`config.mk`:
```
export PLATFORM = sky130hd
export DESIGN_NAME = apb_rx
export DESIGN_NICKNAME = d
export VERILOG_FILES = /design/src/rtl/uart_pkg.sv /design/src/rtl/uart_rx_sync.sv /design/src/rtl/apb_rx.sv
export SDC_FILE = /design/constraint.sdc
export NUM_CORES = 1
export LEC_CHECK = 0
export ABC_CLOCK_PERIOD_IN_PS = 3600
export CAP_MARGIN = 5
export CORE_MARGIN = 3
export CORE_UTILIZATION = 25
export CTS_CLUSTER_SIZE = 8
export DETAILED_ROUTE_END_ITERATION = 6
export PLACE_DENSITY = 0.46
export SYNTH_ARGS = -nofsm -noshare
export SYNTH_HDL_FRONTEND = slang
export SYNTH_HIERARCHICAL = 1
export SYNTH_SLANG_ARGS = --single-unit
```
`constraint.sdc`:
```
create_clock -name clk -period 3.6 [get_ports clk]
set_input_delay 0.72 -clock clk [delete_from_list [all_inputs] [get_ports clk]]
set_output_delay 0.72 -clock clk [all_outputs]
set_load 0.005 [all_outputs]
```
`src/rtl/uart_pkg.sv`:
```
// Shared types and constants for the UART receive path.
package uart_pkg;

  localparam int BAUD_W      = 20;
  localparam int DATA_W      = 10;
  localparam int SYNC_STAGES = 2;

  localparam logic [BAUD_W-1:0] BAUD_RST = BAUD_W'(16);
  localparam logic              MODE_8   = 1'b0;
  localparam logic              MODE_10  = 1'b1;

  typedef enum logic [1:0] {
    IDLE,
    START,
    DATA,
    STOP
  } rx_state_t;

  // A divisor below 2 would leave no room for a half-bit wait.
  function automatic logic [BAUD_W-1:0] clamp_baud(input logic [BAUD_W-1:0] b);
    return (b < BAUD_W'(2)) ? BAUD_W'(2) : b;
  endfunction

endpackage

```
`src/rtl/uart_rx_sync.sv`:
```
// Metastability synchroniser for the serial line plus falling-edge detect.
module uart_rx_sync #(
  parameter int STAGES = 2
) (
  input  logic clk,
  input  logic rst,
  input  logic rx_in,
  output logic rx,
  output logic fall
);

  logic [STAGES-1:0] chain;
  logic              rx_d;

  // Flops preset high so a reset never looks like a start edge.
  // NOTE: sequential state uses non-blocking assignments so every flop samples pre-edge values.
  always_ff @(posedge clk) begin
    if (rst) begin
      chain <= '1;
      rx_d  <= 1'b1;
    end else begin
      chain <= {chain[STAGES-2:0], rx_in};
      rx_d  <= chain[STAGES-1];
    end
  end

  assign rx   = chain[STAGES-1];
  assign fall = rx_d & ~rx;

endmodule

```
`src/rtl/apb_rx.sv`:
```
// UART receiver: oversampled start/data/stop recovery of 8- or 10-bit LSB-first frames.
module apb_rx
  import uart_pkg::*;
#(
  parameter int BAUD_W      = uart_pkg::BAUD_W,
  parameter int DATA_W      = uart_pkg::DATA_W,
  parameter int SYNC_STAGES = uart_pkg::SYNC_STAGES
) (
  input  logic              clk,
  input  logic              rst,
  input  logic              sel,
  input  logic              set,
  input  logic              mode,
  input  logic [BAUD_W-1:0] baud,
  input  logic              rx_in,
  output logic [DATA_W-1:0] dout,
  output logic              rx_valid,
  output logic              frame_err,
  output logic              rx_busy
);

  rx_state_t         state, state_next;
  logic              mode_r;
  logic [BAUD_W-1:0] baud_r;
  logic [BAUD_W-1:0] cnt;
  logic [3:0]        bit_cnt;
  logic [DATA_W-1:0] shreg;
  logic              rx, fall, en;
  logic              tick_half, tick_bit, last_bit;
  logic              cnt_clr, shift_en, bit_inc, load_word, valid_next, err_next;
  logic [DATA_W-1:0] word;

  uart_rx_sync #(.STAGES(SYNC_STAGES)) u_sync (
    .clk  (clk),
    .rst  (rst),
    .rx_in(rx_in),
    .rx   (rx),
    .fall (fall)
  );

  assign en        = sel & set;
  assign tick_half = (cnt == (baud_r >> 1) - BAUD_W'(1));
  assign tick_bit  = (cnt == baud_r - BAUD_W'(1));
  assign last_bit  = (bit_cnt == (mode_r == MODE_10 ? 4'(DATA_W - 1) : 4'd7));
  // 8-bit frames land in the top of the shift register; right-align them.
  assign word      = (mode_r == MODE_10) ? shreg : (shreg >> (DATA_W - 8));

  // NOTE: every signal written here gets a default first, so no latch is inferred.
  always_comb begin
    state_next = state;
    shift_en   = 1'b0;
    bit_inc    = 1'b0;
    load_word  = 1'b0;
    valid_next = 1'b0;
    err_next   = 1'b0;
    unique case (state)
      IDLE:  if (fall) state_next = START;
      START: if (tick_half) state_next = rx ? IDLE : DATA;
      DATA:
        if (tick_bit) begin
          shift_en = 1'b1;
          if (last_bit) state_next = STOP;
          else          bit_inc    = 1'b1;
        end
      STOP:
        if (tick_bit) begin
          state_next = IDLE;
          load_word  = rx;
          valid_next = rx;
          err_next   = ~rx;
        end
      default: state_next = IDLE;
    endcase
    // Dropping enable abandons any frame in progress without a pulse.
    if (!en) begin
      state_next = IDLE;
      shift_en   = 1'b0;
      bit_inc    = 1'b0;
      load_word  = 1'b0;
      valid_next = 1'b0;
      err_next   = 1'b0;
    end
  end

  assign cnt_clr = (state_next != state);

  always_ff @(posedge clk) begin
    if (rst) begin
      state     <= IDLE;
      mode_r    <= MODE_8;
      baud_r    <= BAUD_RST;
      cnt       <= '0;
      bit_cnt   <= '0;
      shreg     <= '0;
      dout      <= '0;
      rx_valid  <= 1'b0;
      frame_err <= 1'b0;
    end else begin
      state     <= state_next;
      rx_valid  <= valid_next;
      frame_err <= err_next;
      if (sel && !set) begin
        mode_r <= mode;
        baud_r <= clamp_baud(baud);
      end
      if (cnt_clr || tick_bit) cnt <= '0;
      else                     cnt <= cnt + BAUD_W'(1);
      if (cnt_clr)      bit_cnt <= '0;
      else if (bit_inc) bit_cnt <= bit_cnt + 4'd1;
      if (shift_en)  shreg <= {rx, shreg[DATA_W-1:1]};
      if (load_word) dout  <= word;
    end
  end

  assign rx_busy = (state != IDLE);

endmodule
```
After elaboration in Yosys (flattened, before gate mapping). Cells that the tools add are included.

$add $sub $neg: 4. $mul: 0. Div/mod/pow operators: 0. Order comparisons: 1. Equal/unequal tests: 7. Shift operators: 0. Multiplexer cells: 21. Bitwise gates (word level): 6. Reduce and logical (&&, ||, !) cells: 8.

Operator list (number): $eq A20 B20 Y1 (2); $add A20 B1 Y20 const B (1); $lt A20 B2 Y1 const B (1); $mux W20 (1); $sub A19 B1 Y20 const B (1); $sub A20 B1 Y20 const B (1); $mux W2 (7); $mux W1 (10); $mux W10 (1); $pmux W2 S4 (1); $add A4 B1 Y4 const B (1); $eq A2 B2 Y1 const B (2); $eq A4 B4 Y1 (1); $mux W4 (1); $not A1 Y1 (4); $reduce_or A2 Y1 (2); $reduce_or A4 Y1 (1); $and A1 B1 Y1 (2); $eq A2 B1 Y1 const B (1); $logic_not A2 Y1 (1); $ne A2 B2 Y1 (1); $reduce_bool A2 Y1 (1); $logic_and A1 B1 Y1 (1); $logic_not A1 Y1 (1); $logic_or A1 B1 Y1 (1).

Bits in registers: 72. Bits in latches: 0. Memory bits (writable): 0. Bits in read-only memories: 0. Input bits: 26. Output and inout bits: 13. Logic and storage cells: 58. Memories kept: 0.

Depth between registers and ports, before layout. Gate-level depths: netlist (run 1).

Word-level depth: 9. Mapped depth: 13. Depth with buffers taken out: 10.

Modules after synthesis. Netlist (run 1), hierarchy kept.

Modules (own cells, without submodules): apb_rx (instances 1, cells each 534, area each 4250.3 um2, sequential area each 1381.3 um2); uart_rx_sync (instances 1, cells each 7, area each 85.1 um2, sequential area each 60.1 um2).

Least setup slack after synthesis (run 1). OpenSTA, ideal clock, no wires.

Kind: flip-flop to flip-flop. Start: register baud_r[2]. End: register shreg[0]. Setup time: 0.128 ns. Data arrival time: 3.098 ns. Data required time: 3.472 ns. Setup slack: 0.374 ns. Cell stages (with the launch flop): 13. Buffers on the path: 2. Period minus slack after synthesis: 3.226 ns. Cell sequence: dfxtp_1 > inv_1 > ha_1 > nor4b_2 > nand2_1 > xnor2_1 > or4bb_1 > or4_1 > buf_2 > nor4_4 > buf_6 > mux2i_1 > nor2_1.

Cells in the longest elaborated chain, start to end: 5.

RTL lines: start, declared (line apb_rx.sv:24) `logic [BAUD_W-1:0] baud_r;`; start signal, assigned (line apb_rx.sv:104) `baud_r <= clamp_baud(baud);`; $sub A20 B1 Y20 (line apb_rx.sv:43) `assign tick_bit = (cnt == baud_r - BAUD_W'(1));`; $eq A20 B20 Y1 (line apb_rx.sv:43); $mux W1 (line apb_rx.sv:60) `if (tick_bit) begin`; $mux W1 (line apb_rx.sv:56) `unique case (state)`; $mux W1 (line apb_rx.sv:75) `if (!en) begin`; end signal, assigned (line apb_rx.sv:110) `if (shift_en) shreg <= {rx, shreg[DATA_W-1:1]};`; end, declared (line apb_rx.sv:27) `logic [DATA_W-1:0] shreg;`.

Every way passes these cells. A chain may end at the register's enable or synchronous reset.

Worst setup path in the final report (run 1).
Start: register baud_r[1]. End: register shreg[1].

The elaborated chain is that of the path after synthesis.

==> flow_metrics.py, run 1 <==
metrics = {
    "grt": {
        "grt_use_met2_pct": 20.9,
        "grt.busiest_layer": "met2",
        "first_global_vias": 3837,
        "met1_usage_pct": 17.9,
        "grt_util_all_layers_pct": 13.2,
        "grt_overflow": 0,
        "antenna_found_initial": 0,
        "grt_max_degree": 47,
        "grt.met3_usage_pct": 2.92,
        "grt_pass1_wl_um": 19800,
    },
    "sta": {
        "rsz0062_at_grt": "no",
        "worst_pin_slew_ps": 831,
        "setup_violations": 0,
        "fin_crit_ps": 3340,
        "fin_crit_sh_pct": 92.8,
        "setup_tns_ps": 0,
        "max_slew_margin_pct": 44.6,
        "finalMaxSlewViolations": 0,
        "max_freq_ghz": 0.299,
        "skew_ps": 5.72,
        "hold_violations": 0,
        "holdWs_ps": 409,
    },
    "cells_and_area": {
        "final_cell_mix": "72 x dfxtp_1, 70 x nor2_1, 63 x nand2_1",
        "n_antenna_cell": 0,
        "final_common_cell": "dfxtp_1",
        "stdcell_area_um2": 5310,
        "seq_area_um2": 1440,
        "fin_nets": 603,
        "multi_input_area_um2": 2690,
        "fillers": 1793,
        "drive_gt1_share_pct": 10.2,
        "area_delta_synth_final_pct": 22.5,
    },
    "floorplanning": {
        "io_pins": 39,
        "coreArea_um2": 16800,
        "row_count": 47,
        "die_y_um": 138,
        "fp.dieW_um": 138,
        "start_util_pct": 25.9,
        "die-area_um2": 19000,
    },
    "min_path": {
        "holdCritStartpoint": "u_sync/chain[0]",
        "min_path_type": "reg2reg",
    },
    "placed_design": {
        "hpwlAfterDp_um": 8860,
        "io_buffer_count": 38,
        "placed_area_um2": 5000,
        "place_congestion": 0.899,
    },
    "synthesis": {
        "yosysSeqAreaShare_pct": 33.2,
        "synth-compound-area-share_pct": 9.49,
        "yosys_warnings": 6,
        "async_flop_share_pct": 0,
        "synth_top_family_by_area": "simple AND/OR/NAND/NOR gates",
        "synth_flop_cell": "dfxtp_1",
        "synthMuxAreaShare_pct": 7.16,
        "synth-adder-area-share_pct": 1.15,
        "synth_edf_count": 0,
        "yosysUniqueCellTypes": 55,
        "synth_nets": 571,
        "synth_seq_cells": 72,
        "yosys.area_share.simple_pct": 30.0,
        "syn_avg_cell_area_um2": 8.01,
        "syn_area_um2": 4340,
        "synthXorXnorAreaFrac_pct": 13.9,
        "syn_inst": 541,
    },
    "setup_path": {
        "path_class": "reg2reg",
        "critPathLaunchType": "flop",
        "crit_path_start": "baud_r[1]",
        "cp.arrival_ps": 3560,
        "endpoint_kind": "flop",
        "worstPathRequired_ps": 3820,
        "regToRegStartpoint": "baud_r[1]",
        "cp_max_fo": 11,
    },
    "power": {
        "powerDensity_nw_per_um2": 376,
        "ir_worst_vdd_mv": 0.172,
        "power.clock.fraction_pct": 43.6,
        "power_switching_w": 0.000576,
        "pwr-share-comb_pct": 14.1,
        "seqPwrFrac_pct": 42.3,
        "switching_share_pct": 28.9,
        "power.leakage_nw": 1.90,
        "p_int_w": 0.00142,
    },
    "route": {
        "drc": 0,
        "first_pass_iters": 4,
        "detail_route.wl_per_cell_um": 14.7,
        "routed_via_density": 4.81,
        "vias": 3842,
        "antenna_left": 0,
        "wl_um": 11700,
        "drtIter0Drc": 238,
    },
    "clock_tree": {
        "insertion_delay_ps": 350,
        "root_buffer": "clkbuf_16",
        "clock_path_buffers": 2,
        "ctsHoldBuffers": 0,
        "cts_tree": "built",
        "numCtsBuffers": 9,
        "h-tree-depth": 3,
        "clk_pin_slew_ps": 60,
        "clock-sinks": 72,
    },
    "status": {
        "status": "finished clean",
    },
    "flow_run": {
        "maxCapViolCount": 0,
    },
}
-- repair_timing --
item,4_1_cts,5_1_grt
endpoints found under the setup margin,0,44
setup buffers,0,0
resized for setup,0,3
-- kinds of logic (layout without fill, tap and decap cells) --
family          count (synthesis)  count (layout)
simple gates                  250             250
flops                          72              72
xor+xnor                       69              69
compound gates                 68              68
buf+inv                        48              85
mux                            30              30
fa+ha+maj                       4               4
-- layout make-up --
cell class / count / area share, %
repair buffers: 59 / 10.8
well taps: 220 / 5.18
inverters: 10 / 0.707
multi-input cells: 421 / 50.7
clock buffers: 9 / 4.24
clock inverters: 7 / 1.20
flip-flops and latches: 72 / 27.1
-- sequential cells by signal (all words and copies together) (netlist names) --
register	cells
state	2
u_sync/chain	2
u_sync/rx_d	1
shreg	10
baud_r	20
frame_err	1
cnt	20
dout	10
bit_cnt	4
rx_valid	1
mode_r	1
-- cell usage after synthesis (3+ instances only) --
library cell  number  share of area [%]
a21oi_1           32                3.7
a22oi_1            3               0.52
a31oi_1            3               0.43
and2_1             4               0.58
and3_1             9                1.3
buf_2             10                1.2
buf_6              3               0.78
clkbuf_1          24                2.1
dfxtp_1           72                 33
ha_1               4                1.2
inv_1             10               0.87
mux2_2             8                2.1
mux2i_1           22                5.1
nand2_1           63                5.5
nand2b_1           7                1.0
nand3_1           15                1.7
nand4_1           22                3.2
nor2_1            70                6.1
nor2b_1            4               0.58
nor3_1            13                1.5
nor4_1             9                1.3
nor4_2             3               0.87
o21ai_0           12                1.4
or2_1              3               0.43
or3_1              5               0.72
or4_1              6                1.0
xnor2_1           37                7.5
xor2_1            32                6.5
-- final timing paths --
kind	to	slack, ps	cells past startpoint
max	shreg[1]	260	11
min	u_sync/chain[1]	410	1
max reg2reg	shreg[1]	260	11
min reg2reg	u_sync/chain[1]	410	1
-- metrics by stage --
stage | total power, W | instances | setup WS [ps] | utilization (%)
final | 0.00200 | 798 | 259 | 31.7
after global routing | 0.00208 | 798 | 15.1 | 31.7
after CTS | 0.00202 | 798 | 43.4 | 31.6
after detailed placement | 0.00114 | 782 | 52.5 | 29.9
after global placement | 0.00114 | 782 | 154 | 29.9
after floorplan | 0.00103 | 541 | 374 | -
-- metal layers --
| metal | vias to the layer above | wire (µm) |
|---|---|---|
| met1 | 1810 | 5590 |
| met2 | 76 | 5270 |
| met5 | - | 0 |
| met4 | 0 | 244 |
| li1 | 1939 | - |
| met3 | 17 | 596 |
-- critical path: stages (launching register included) --
cell,delay (ps)
dfxtp_1,340
inv_1,110
ha_1,400
nand2_1,100
o41ai_1,340
buf_4,180
or4bb_1,400
or4_4,590
nor4_4,280
buf_12,180
mux2i_1,210
nor2_1,50
-- power groups by stage --
stage	Clock (W)	Combinational (W)	Sequential, W
floorplan	0	0.000193	0.000842
detailed placement	0	0.000278	0.000861
global route	0.000922	0.000313	0.000848
finish	0.000870	0.000281	0.000844
CTS	0.000897	0.000279	0.000843
global placement	0	0.000278	0.000861
Power figures use the tool's default switching activity.
==> run 2: changes to the inputs <==
Settings changed: REMOVE_ABC_BUFFERS set to 1.
==> run 2 against run 1 <==
Effect of this change: clock skew about the same; largest cell class unchanged; count of clock-buffer cells in the layout stayed put; power grew 3.9%.
==> flow_metrics.py, run 2 (same netlist as run 1, synthesis figures left out) <==
metrics = {
    "status": {
        "status": "finished clean",
    },
    "sta": {
        "finalMaxSlewViolations": 0,
        "skew_ps": 6.15,
        "fin_crit_ps": 3400,
        "setup_ws_ps": 200,
        "max_slew_margin_pct": 38.6,
        "fin_crit_sh_pct": 94.4,
        "setup_tns_ps": 0,
        "max_freq_ghz": 0.294,
        "rsz0062_at_grt": "no",
        "worst_pin_slew_ps": 921,
        "setup_violations": 0,
        "hold_violations": 0,
    },
    "flow_run": {
        "maxCapViolCount": 0,
    },
    "cells_and_area": {
        "drive_gt1_share_pct": 10.5,
        "final_util_pct": 31.9,
        "final_common_cell": "dfxtp_1",
        "n_antenna_cell": 0,
        "top_regs": "baud_r: 20 flops, cnt: 20 flops",
        "final_cell_mix": "71 x dfxtp_1, 70 x nor2_1, 63 x nand2_1",
        "fin_nets": 605,
        "area_delta_synth_final_pct": 23.3,
        "final_cells": 800,
    },
    "setup_path": {
        "worst-path-stages": 11,
        "crit_path_start": "baud_r[1]",
        "worstPathRequired_ps": 3840,
        "critPathBufInv": 2,
        "cp.arrival_ps": 3640,
        "regToRegSetupSlack_ps": 200,
        "critPathLaunchType": "flop",
        "crit_path_max_incr_delay_ps": 660,
        "cp_max_fo": 5,
        "slowest_stage": "or4_1",
        "crit_chain": "inv_1, ha_1, nor4b_4, nand2_1, xnor2_1, or4bb_1, or4_1, buf_4, or3_1, nand4_1, nor2_1",
        "path_class": "reg2reg",
        "critPathTopFamily": "simple AND/OR/NAND/NOR gates",
        "r2r_end": "bit_cnt[1]",
        "regToRegStartpoint": "baud_r[1]",
        "endpoint_kind": "flop",
        "rr_worst_depth": 11,
        "crit_end": "bit_cnt[1]",
    },
    "grt": {
        "grt_overflow": 0,
        "grt_pass1_wl_um": 19400,
        "grt_max_degree": 38,
        "antenna_found_initial": 0,
        "grt_util_all_layers_pct": 13.1,
        "first_global_vias": 3794,
    },
    "floorplanning": {
        "die_y_um": 138,
        "die-area_um2": 19000,
        "fp.dieW_um": 138,
        "io_pins": 39,
        "start_util_pct": 25.9,
        "coreArea_um2": 16800,
        "row_count": 47,
    },
    "clock_tree": {
        "clock-sinks": 72,
        "clock_path_buffers": 2,
        "ctsHoldBuffers": 0,
        "root_buffer": "clkbuf_16",
        "insertion_delay_ps": 350,
        "clk_pin_slew_ps": 60,
        "h-tree-depth": 3,
        "numCtsBuffers": 9,
        "cts_tree": "built",
    },
    "placed_design": {
        "io_buffer_count": 38,
        "dp_slack_ps": 131,
        "place_congestion": 0.873,
        "place_inst": 784,
        "hpwlAfterDp_um": 8880,
    },
    "power": {
        "powerDensity_nw_per_um2": 388,
        "ir_worst_vdd_mv": 0.190,
        "power.leakage_nw": 1.92,
    },
    "min_path": {
        "min_path_type": "reg2reg",
        "whs_path_depth": 1,
    },
    "route": {
        "drc": 0,
        "vias": 3804,
        "detail_route.wl_per_cell_um": 14.5,
        "routed_via_density": 4.76,
        "first_pass_iters": 4,
        "drtIter0Drc": 244,
        "wl_um": 11600,
        "antenna_left": 0,
    },
}
-- run 2: how the worst min path moves through the flow --
stage                                 end             from
after global placement    u_sync/chain[1]  u_sync/chain[0]
final                     u_sync/chain[1]  u_sync/chain[0]
after CTS                 u_sync/chain[1]  u_sync/chain[0]
after floorplan           u_sync/chain[1]  u_sync/chain[0]
after detailed placement  u_sync/chain[1]  u_sync/chain[0]
after global routing      u_sync/chain[1]  u_sync/chain[0]
-- run 2: area by class of cell --
cell class	count	area, µm²
fill	1777	11400
multi-input combinational	421	2690
sequential	72	1440
timing repair buffer	61	591
tap	220	275
clock buffer	9	225
clock inverter	7	85.1
inverter	10	37.5
-- run 2: worst reg2reg max path: stages, from the launching register on --
cell and delay (ps):
dfxtp_1 350, inv_1 110, ha_1 240, nor4b_4 340, nand2_1 140, xnor2_1 180
or4bb_1 490, or4_1 660, buf_4 210, or3_1 330, nand4_1 170, nor2_1 70
-- run 2: what timing repair did --
| action | in CTS | in global routing |
|---|---|---|
| setup endpoints to repair | 0 | 44 |
| gates resized for setup | 0 | 3 |
| buffers inserted | 0 | 0 |
-- run 2: power by group --
group / switching, W / internal [W]
clock: 0.000393 / 0.000553
combinational: 0.000154 / 0.000127
sequential: 0.0000330 / 0.000813
total: 0.000580 / 0.00149
-- run 2: through the flow --
| stage | hold WS [ps] | cell area (µm²) | power [W] |
|---|---|---|---|
| floorplan | 385 | 4150 | 0.00102 |
| global placement | 404 | 5020 | 0.00114 |
| detailed placement | 420 | 5020 | 0.00114 |
| CTS | 430 | 5330 | 0.00210 |
| global route | 463 | 5350 | 0.00217 |
| finish | 431 | 5350 | 0.00207 |
-- run 2: layer usage --
metal | routed length (µm) | share of wire [%] | vias up | track usage, %
li1 | - | - | 1950 | -
met1 | 5630 | 49 | 1760 | 17.8
met2 | 5180 | 45 | 73 | 19.9
met3 | 398 | 3.4 | 21 | 2.48
met4 | 353 | 3.1 | 0 | 6.49
met5 | 0 | 0 | - | 0
